**config.mk**
```make
export PLATFORM = sky130hd
export DESIGN_NAME = multicycle_control_fsm_flat
export DESIGN_NICKNAME = d
export VERILOG_FILES = /design/src/rtl/multicycle_control_fsm_if.sv /design/src/rtl/multicycle_control_fsm.sv /design/src/flat_wrapper.sv
export SDC_FILE = /design/constraint.sdc
export NUM_CORES = 1
export LEC_CHECK = 0
export CAP_MARGIN = 20
export CORE_MARGIN = 3
export CORE_UTILIZATION = 45
export DETAILED_ROUTE_END_ITERATION = 12
export PLACE_DENSITY_LB_ADDON = 0.2
export SYNTH_ARGS = -nofsm -noshare
export SYNTH_HDL_FRONTEND = slang
export SYNTH_SLANG_ARGS = --single-unit
```
**constraint.sdc**
```tcl
create_clock -name clk -period 5.1 [get_ports clk]
set_input_delay 1.02 -clock clk [delete_from_list [all_inputs] [get_ports clk]]
set_output_delay 1.02 -clock clk [all_outputs]
set_load 0.03 [all_outputs]
```
**src/rtl/multicycle_control_fsm_if.sv**
```systemverilog
// Memory handshake bundle between the multi-cycle control sequencer and the
// unified instruction/data memory. The sequencer is the master side.
interface multicycle_control_fsm_if;
    logic mem_req;    // request is live this cycle
    logic mem_write;  // write strobe, meaningful only while mem_req is high
    logic adr_src;    // address select: 0 = PC, 1 = ALUOut
    logic mem_ready;  // memory completes the current request this cycle

    modport master (
        output mem_req,
        output mem_write,
        output adr_src,
        input  mem_ready
    );

    modport slave (
        input  mem_req,
        input  mem_write,
        input  adr_src,
        output mem_ready
    );
endinterface

```
**src/rtl/multicycle_control_fsm.sv**
```systemverilog
// Main control sequencer for the multi-cycle RV32I core. Walks the shared
// datapath through fetch/decode/execute/memory/writeback, decodes ALU control,
// runs the memory req/ready handshake, counts retired instructions and traps
// (sticky) on an illegal opcode.
module multicycle_control_fsm #(
    parameter int CNT_W = 32,
    parameter int ALU_W = 4
) (
    input  logic                        clk,
    input  logic                        reset,
    input  logic [6:0]                  op,
    input  logic [2:0]                  funct3,
    input  logic                        funct7b5,
    input  logic                        zero,
    multicycle_control_fsm_if.master    mem_bus,
    output logic                        ir_write,
    output logic                        pc_write,
    output logic                        reg_write,
    output logic [1:0]                  result_src,
    output logic [1:0]                  alu_src_a,
    output logic [1:0]                  alu_src_b,
    output logic [ALU_W-1:0]            alu_ctrl,
    output logic                        halted,
    output logic [CNT_W-1:0]            instr_count
);

    localparam logic [6:0] OP_LOAD   = 7'b0000011;
    localparam logic [6:0] OP_STORE  = 7'b0100011;
    localparam logic [6:0] OP_RTYPE  = 7'b0110011;
    localparam logic [6:0] OP_ITYPE  = 7'b0010011;
    localparam logic [6:0] OP_BRANCH = 7'b1100011;
    localparam logic [6:0] OP_JAL    = 7'b1101111;
    localparam logic [6:0] OP_LUI    = 7'b0110111;

    localparam logic [ALU_W-1:0] ALU_ADD   = ALU_W'(4'b0000);
    localparam logic [ALU_W-1:0] ALU_SUB   = ALU_W'(4'b0001);
    localparam logic [ALU_W-1:0] ALU_AND   = ALU_W'(4'b0010);
    localparam logic [ALU_W-1:0] ALU_OR    = ALU_W'(4'b0011);
    localparam logic [ALU_W-1:0] ALU_XOR   = ALU_W'(4'b0100);
    localparam logic [ALU_W-1:0] ALU_SLT   = ALU_W'(4'b0101);
    localparam logic [ALU_W-1:0] ALU_SLL   = ALU_W'(4'b0110);
    localparam logic [ALU_W-1:0] ALU_SRL   = ALU_W'(4'b0111);
    localparam logic [ALU_W-1:0] ALU_SRA   = ALU_W'(4'b1000);
    localparam logic [ALU_W-1:0] ALU_PASSB = ALU_W'(4'b1001);

    typedef enum logic [3:0] {
        S_FETCH    = 4'd0,
        S_DECODE   = 4'd1,
        S_MEMADR   = 4'd2,
        S_MEMREAD  = 4'd3,
        S_MEMWB    = 4'd4,
        S_MEMWRITE = 4'd5,
        S_EXECR    = 4'd6,
        S_EXECI    = 4'd7,
        S_LUI      = 4'd8,
        S_ALUWB    = 4'd9,
        S_BRANCH   = 4'd10,
        S_JAL      = 4'd11,
        S_TRAP     = 4'd12
    } state_t;

    state_t           state_r;
    state_t           next_state_s;
    logic             retire_s;
    logic             halted_r;
    logic [CNT_W-1:0] count_r;

    logic             mem_req_s;
    logic             mem_write_s;
    logic             ir_write_s;
    logic             pc_write_s;
    logic             reg_write_s;

    // funct3/funct7b5 to ALU op; immediates only honour funct7b5 for shifts
    function automatic logic [ALU_W-1:0] alu_decode(input logic [2:0] f3,
                                                    input logic       f7b5,
                                                    input logic       is_imm);
        logic [ALU_W-1:0] res;
        case (f3)
            3'b000:  res = (f7b5 && !is_imm) ? ALU_SUB : ALU_ADD;
            3'b001:  res = ALU_SLL;
            3'b010:  res = ALU_SLT;
            3'b011:  res = ALU_ADD;
            3'b100:  res = ALU_XOR;
            3'b101:  res = f7b5 ? ALU_SRA : ALU_SRL;
            3'b110:  res = ALU_OR;
            3'b111:  res = ALU_AND;
            default: res = ALU_ADD;
        endcase
        return res;
    endfunction

    // State register; async reset returns the sequencer to FETCH
    always_ff @(posedge clk or negedge reset) begin
        if (!reset) begin
            state_r <= S_FETCH;
        end else begin
            state_r <= next_state_s;
        end
    end

    // Next-state logic and retire detection (any return to FETCH retires)
    always_comb begin
        next_state_s = state_r;
        retire_s     = 1'b0;
        case (state_r)
            S_FETCH: begin
                next_state_s = mem_bus.mem_ready ? S_DECODE : S_FETCH;
            end
            S_DECODE: begin
                case (op)
                    OP_LOAD, OP_STORE: next_state_s = S_MEMADR;
                    OP_RTYPE:          next_state_s = S_EXECR;
                    OP_ITYPE:          next_state_s = S_EXECI;
                    OP_BRANCH:         next_state_s = S_BRANCH;
                    OP_JAL:            next_state_s = S_JAL;
                    OP_LUI:            next_state_s = S_LUI;
                    default:           next_state_s = S_TRAP;
                endcase
            end
            S_MEMADR: begin
                if (op == OP_LOAD) begin
                    next_state_s = S_MEMREAD;
                end else if (op == OP_STORE) begin
                    next_state_s = S_MEMWRITE;
                end else begin
                    next_state_s = S_TRAP;
                end
            end
            S_MEMREAD: begin
                next_state_s = mem_bus.mem_ready ? S_MEMWB : S_MEMREAD;
            end
            S_MEMWB: begin
                next_state_s = S_FETCH;
                retire_s     = 1'b1;
            end
            S_MEMWRITE: begin
                if (mem_bus.mem_ready) begin
                    next_state_s = S_FETCH;
                    retire_s     = 1'b1;
                end else begin
                    next_state_s = S_MEMWRITE;
                end
            end
            S_EXECR, S_EXECI, S_LUI, S_JAL: begin
                next_state_s = S_ALUWB;
            end
            S_ALUWB, S_BRANCH: begin
                next_state_s = S_FETCH;
                retire_s     = 1'b1;
            end
            S_TRAP: begin
                next_state_s = S_TRAP;
            end
            default: begin
                // unreachable encodings are treated as a fault and trap
                next_state_s = S_TRAP;
            end
        endcase
    end

    // Moore output decode; strobes are forced low while reset is held
    always_comb begin
        mem_req_s   = 1'b0;
        mem_write_s = 1'b0;
        ir_write_s  = 1'b0;
        pc_write_s  = 1'b0;
        reg_write_s = 1'b0;
        mem_bus.adr_src = 1'b0;
        result_src  = 2'b00;
        alu_src_a   = 2'b00;
        alu_src_b   = 2'b00;
        alu_ctrl    = ALU_ADD;
        case (state_r)
            S_FETCH: begin
                mem_req_s  = 1'b1;
                alu_src_b  = 2'b10;
                result_src = 2'b10;
                ir_write_s = mem_bus.mem_ready;
                pc_write_s = mem_bus.mem_ready;
            end
            S_DECODE: begin
                alu_src_a = 2'b01;
                alu_src_b = 2'b01;
            end
            S_MEMADR: begin
                alu_src_a = 2'b10;
                alu_src_b = 2'b01;
            end
            S_MEMREAD: begin
                mem_req_s       = 1'b1;
                mem_bus.adr_src = 1'b1;
            end
            S_MEMWB: begin
                result_src  = 2'b01;
                reg_write_s = 1'b1;
            end
            S_MEMWRITE: begin
                mem_req_s       = 1'b1;
                mem_write_s     = 1'b1;
                mem_bus.adr_src = 1'b1;
            end
            S_EXECR: begin
                alu_src_a = 2'b10;
                alu_ctrl  = alu_decode(funct3, funct7b5, 1'b0);
            end
            S_EXECI: begin
                alu_src_a = 2'b10;
                alu_src_b = 2'b01;
                alu_ctrl  = alu_decode(funct3, funct7b5, 1'b1);
            end
            S_LUI: begin
                alu_src_b = 2'b01;
                alu_ctrl  = ALU_PASSB;
            end
            S_ALUWB: begin
                reg_write_s = 1'b1;
            end
            S_BRANCH: begin
                alu_src_a = 2'b10;
                alu_ctrl  = ALU_SUB;
                case (funct3)
                    3'b000:  pc_write_s = zero;
                    3'b001:  pc_write_s = ~zero;
                    default: pc_write_s = 1'b0;
                endcase
            end
            S_JAL: begin
                alu_src_a  = 2'b01;
                alu_src_b  = 2'b10;
                pc_write_s = 1'b1;
            end
            default: begin
                // TRAP and illegal encodings keep every strobe low
            end
        endcase

        if (!reset) begin
            mem_bus.mem_req   = 1'b0;
            mem_bus.mem_write = 1'b0;
            ir_write          = 1'b0;
            pc_write          = 1'b0;
            reg_write         = 1'b0;
        end else begin
            mem_bus.mem_req   = mem_req_s;
            mem_bus.mem_write = mem_write_s;
            ir_write          = ir_write_s;
            pc_write          = pc_write_s;
            reg_write         = reg_write_s;
        end
    end

    // Sticky trap flag, raised together with entry into TRAP
    always_ff @(posedge clk or negedge reset) begin
        if (!reset) begin
            halted_r <= 1'b0;
        end else if (next_state_s == S_TRAP) begin
            halted_r <= 1'b1;
        end else begin
            halted_r <= halted_r;
        end
    end

    // Retired-instruction counter, wraps naturally at all-ones
    always_ff @(posedge clk or negedge reset) begin
        if (!reset) begin
            count_r <= {CNT_W{1'b0}};
        end else if (retire_s) begin
            count_r <= count_r + CNT_W'(1);
        end else begin
            count_r <= count_r;
        end
    end

    assign halted      = halted_r;
    assign instr_count = count_r;

endmodule

```
**src/flat_wrapper.sv**
```systemverilog
// flat-port wrapper written by rule: the top's interface ports become plain ports
module multicycle_control_fsm_flat 
#(
    parameter int CNT_W = 32,
    parameter int ALU_W = 4
)
  (clk, reset, op, funct3, funct7b5, zero, ir_write, pc_write, reg_write, result_src, alu_src_a, alu_src_b, alu_ctrl, halted, instr_count, mem_bus_mem_req, mem_bus_mem_write, mem_bus_adr_src, mem_bus_mem_ready);
  multicycle_control_fsm_if mem_bus_i ();
  input  logic clk;
  input  logic reset;
  input  logic [6:0] op;
  input  logic [2:0] funct3;
  input  logic funct7b5;
  input  logic zero;
  output logic ir_write;
  output logic pc_write;
  output logic reg_write;
  output logic [1:0] result_src;
  output logic [1:0] alu_src_a;
  output logic [1:0] alu_src_b;
  output logic [ALU_W-1:0] alu_ctrl;
  output logic halted;
  output logic [CNT_W-1:0] instr_count;
  output wire logic [$bits(mem_bus_i.mem_req)-1:0] mem_bus_mem_req;
  output wire logic [$bits(mem_bus_i.mem_write)-1:0] mem_bus_mem_write;
  output wire logic [$bits(mem_bus_i.adr_src)-1:0] mem_bus_adr_src;
  input wire logic [$bits(mem_bus_i.mem_ready)-1:0] mem_bus_mem_ready;
  assign mem_bus_mem_req = mem_bus_i.mem_req;
  assign mem_bus_mem_write = mem_bus_i.mem_write;
  assign mem_bus_adr_src = mem_bus_i.adr_src;
  assign mem_bus_i.mem_ready = mem_bus_mem_ready;
  multicycle_control_fsm #(.CNT_W(CNT_W), .ALU_W(ALU_W)) u_core (.clk(clk), .reset(reset), .op(op), .funct3(funct3), .funct7b5(funct7b5), .zero(zero), .mem_bus(mem_bus_i), .ir_write(ir_write), .pc_write(pc_write), .reg_write(reg_write), .result_src(result_src), .alu_src_a(alu_src_a), .alu_src_b(alu_src_b), .alu_ctrl(alu_ctrl), .halted(halted), .instr_count(instr_count));
endmodule
```
Word level (Yosys, flattened, before mapping). Cells that the tools add are included.

Add/sub/neg operators: 1. Equal/unequal tests: 26. Muxes and demuxes: 29. Bitwise logic cells: 1. Reduce and logical (&&, ||, !) cells: 13.

Operators by type and width (number): 4-bit one-hot mux with 7 select lines (2); 32-bit by 1-bit adder with 32-bit output (second input constant) (1); 4-bit one-hot mux with 8 select lines (1); 4-bit one-hot mux with 6 select lines (1); 7-bit by 6-bit equality test with 1-bit output (second input constant) (3); 4-bit equality test (second input constant) (5); 4-bit by 3-bit equality test with 1-bit output (second input constant) (4); 4-bit one-hot mux with 4 select lines (1); 7-bit equality test (second input constant) (2); 1-bit two-way mux (13); 3-bit equality test (second input constant) (4); 4-bit two-way mux (3); 2-bit one-hot mux with 2 select lines (3); 2-bit OR reduction (6); 4-bit OR reduction (3); 4-bit by 2-bit equality test with 1-bit output (second input constant) (2); 7-bit by 2-bit equality test with 1-bit output (second input constant) (1); 7-bit by 5-bit equality test with 1-bit output (second input constant) (1); 3-bit by 2-bit equality test with 1-bit output (second input constant) (2); 3-bit two-way mux (2); 3-bit OR reduction (2); 4-bit by 1-bit equality test with 1-bit output (second input constant) (1); 4-bit zero test (1); 1-bit one-hot mux with 2 select lines (2); other kinds (4) (4).

Flip-flop bits (word level): 37. Output and inout port bits: 49.

Depth between registers and ports, before layout.
Depth in word-level cells: 5. Depth in mapped cells: 6.

Worst setup path before layout. Ideal clock, no wire load.

Path kind: input to output. From: input funct3[0]. To: output alu_ctrl[2]. Arrival time: 2.931 ns. Data required time: 4.080 ns. Path slack: 1.149 ns. Stages on the path: 4. Path buffers: 1. Cells stage by stage: clkbuf_1 a21oi_1 nor2b_1 a2111oi_0.

Cells in the longest elaborated chain, start to end: 4. Elaborated cells between the ends (all ways): 12. Classes of those cells: eq/ne: 7; mux: 3; reduce/logical: 2.

Ends and longest elaborated chain: start, declared (line flat_wrapper.sv:12) `input logic [2:0] funct3;`; 3-bit by 2-bit equality test with 1-bit output or 3-bit zero test (tied branches) (line multicycle_control_fsm.sv:79) `case (f3)`; 2-bit OR reduction (no line); 4-bit one-hot mux with 7 select lines (line multicycle_control_fsm.sv:79); 4-bit one-hot mux with 4 select lines * (line multicycle_control_fsm.sv:174) `case (state_r)`; end, declared (line flat_wrapper.sv:21) `output logic [ALU_W-1:0] alu_ctrl;`.

Mark *: on every way between the ends. The rest lies on a longest branch, timed or not.

Worst setup path after layout.
From: input funct3[1]. To: output alu_ctrl[2].

The elaborated chain is that of the path after synthesis.

==> impl_metrics.toml <==
[pwr]
power_mw = 1.17
peakVddDrop_mv = 0.263
p_leak_nw = 1.23
power_density_mw_per_mm2 = 385

[die]
num_rows = 25
die_height_um = 77.0
core_area_mm2 = 0.00479
start_util_pct = 47.5
pin_count = 64
die_w_um = 77.0
dieArea_mm2 = 0.00594

[placed_design]
dp_hpwl_um = 3780
portBuffers = 63
gp_congestion = 0.788
pre_cts_ws_ns = 1.16

[clock_network]
path_clk_slew_ns = 0.07
cts-root-buf = "clkbuf_8"
cts_hold_buf = 0
clkLatencyLatePin_ns = 0.28
cts_sinks = 37
cts_tree = "yes"
clock_path_buffers = 2
cts_resized = 0
post_cts_buffers = 0
cts_buffers = 5
htreeDepth = 2

[drt]
viasPerCell = 5.39
first_pass_iters = 5
routed_wl_um = 5120
via_count = 2047
ant_nets = 0
drtIter0Drc = 84
wire_per_inst_um = 13.5
drc = 0

[min_path]
hold_path_depth = 1
whs_endpoint = "u_core.halted"
hold_path_class = "flip-flop to flip-flop"
hp-start = "u_core.halted"

[timing]
holdWs_ns = 0.467
rsz0062_at_grt = "no"
tns_ns = 0
slew_violations = 0
skew_ns = 0.00456
hold_viol = 0
setup_viol = 0
period_share_pct = 77.1
worst_pin_slew_ns = 0.644
slew_headroom_pct = 57.1
fin_ws_ns = 1.17
period_needed_ns = 3.93
fmax_mhz = 254

[synth]
synthArstFlopShare_pct = 100
postSynthCellCount = 253
syn_nets = 269
ys_seq_elements = 37
yosys_warnings = 0
synth_area_mm2 = 0.00227
synth_seq_area_share_pct = 40.8
synth_edf_count = 0
avgSynthCellArea_um2 = 8.98
synth_ff_type = "dfrtp_1"
ys_types = 51

[worst_setup_path]
path_class = "input port to output pin"
crit_arrival_ns = 2.91
setup.worst_path.start = "funct3[1]"
critPathBufInv = 2
critPathSlowestCell = "clkdlybuf4s50_1"
path_common_cell = "clkdlybuf4s50_1"
start_kind = "input port"
critical_path.max_fanout = 9
r2r_slack_ns = 2.79
path_cells = "clkdlybuf4s50_1, a21oi_1, nor2b_1, a2111oi_0, clkdlybuf4s50_1"
critPathTopFamily = "buffers and inverters"
r2r-end = "u_core.instr_count[11]"
endpoint_kind = "output pin"
ff2ff_path_depth = 5
cp_slowest_stage_delay_ns = 0.74
reg2reg_from = "u_core.state_r[2]"
worstPathRequired_ns = 4.08

[global_route]
gr-total-overflow = 0
antenna_found_initial = 0
grt_max_degree = 30
grt_pass1_wl_um = 8460
first_global_vias = 1864
grt_util_all_layers_pct = 17.3

[finish]
fin_util_pct = 63.6
diodes = 0
nets = 328
area_delta_synth_final_pct = 34.0
drive_gt1_share_pct = 5.43

[status]
status = "finished clean"

[flow_run]
cap_violations = 0
metrics by stage:
| step | instances | instance area (µm²) |
|---|---|---|
| floorplan | 253 | 2270 |
| global placement | 372 | 2940 |
| CTS | 380 | 3040 |
| finish | 380 | 3040 |
| global route | 380 | 3040 |
| detailed placement | 372 | 2940 |
cells in the mapped netlist (all sizes together), types with 2 or more instances:
master | number | area, µm²
and3b | 3 | 26.3
nor3b | 4 | 30.0
inv | 7 | 26.3
nand2 | 24 | 90.1
or3 | 2 | 12.5
xor2 | 11 | 96.3
or2 | 2 | 12.5
and3 | 6 | 37.5
nor2 | 24 | 90.1
nor2b | 6 | 37.5
dfrtp | 37 | 926
and4 | 2 | 17.5
nor4 | 2 | 12.5
nand3b | 3 | 22.5
a2111oi | 3 | 45.1
buf | 2 | 8.75
nand3 | 10 | 50.1
o21ai | 6 | 30.0
xnor2 | 22 | 193
nand2b | 7 | 43.8
o22ai | 4 | 25.0
clkbuf | 10 | 37.5
nand4 | 12 | 75.1
a21o | 3 | 22.5
a21oi | 8 | 40.0
nor3 | 11 | 60.1
power by group:
part	total, mW	leakage (nW)	switching [mW]	internal (mW)
logic	0.526	0.687	0.295	0.231
registers	0.429	0.486	0.0990	0.330
clock network	0.218	0.0542	0.0962	0.122
total	1.17	1.23	0.491	0.682
routing by layer:
metal / share of wire (%) / routed length, µm / track usage (%) / up-vias
met5: 0 / 0 / 0 / -
li1: - / - / - / 1020
met2: 46 / 2360 / 27.5 / 56
met1: 48 / 2460 / 23.1 / 965
met4: 0.94 / 48 / 6.58 / 0
met3: 4.9 / 249 / 3.99 / 6
how the worst max path moves through the flow:
stage	to	slack, ns	cells past startpoint
3_3_place_gp	alu_ctrl[0]	1.21	6
6_report	alu_ctrl[2]	1.17	5
4_1_cts	alu_ctrl[2]	1.16	5
2_1_floorplan	alu_ctrl[2]	1.15	4
3_5_place_dp	alu_ctrl[2]	1.16	5
5_1_grt	alu_ctrl[2]	0.94	5
layout make-up:
| type | count | area, µm² |
|---|---|---|
| clock inverters | 1 | 5.00 |
| repair buffers | 64 | 633 |
| flip-flops and latches | 37 | 926 |
| fillers | 438 | 1740 |
| clock buffers | 7 | 96.3 |
| well taps | 67 | 83.8 |
| inverters | 7 | 26.3 |
| multi-input cells | 197 | 1270 |
layout by cell type, fill, tap and decap left out, types with 2 or more instances in the layout:
cell type         n
clkdlybuf4s50_1  62
a21o_1            3
nand2b_1          7
nand2_1          24
nand4_1          12
nor3_1           10
nand3b_1          3
and4_1            2
nand3_1          10
inv_1             7
a21oi_1           8
xnor2_1          22
clkbuf_8          7
nor2b_1           6
and3b_1           3
o22ai_1           4
o21ai_0           6
a2111oi_0         2
nor4_1            2
xor2_1           11
nor3b_1           4
or3_1             2
and3_1            6
nor2_1           24
or2_2             2
dfrtp_1          37
worst register-to-register path, cell delays in order (launching register included):
cell and delay [ns]:
dfrtp_1 0.72, or3b_1 0.40, a21o_1 0.25, a2111oi_4 0.49, nand3_1 0.17, xnor2_1 0.16
sequential cells by signal (all words and copies together) (netlist names):
signal and flops:
u_core.instr_count 32, u_core.halted 1, u_core.state_r 4
cell families after synthesis:
kind of cell	count (synthesis)	share of synthesized area [%]
adder cells (fa/ha/maj)	1	0.551
AO/OA/AOI/OAI	36	11.7
buffers and inverters	19	3.20
multiplexers	2	0.937
XOR/XNOR	33	12.7
flip-flops	37	40.8
AND/OR/NAND/NOR	125	30.1
Power figures use the tool's default switching activity.
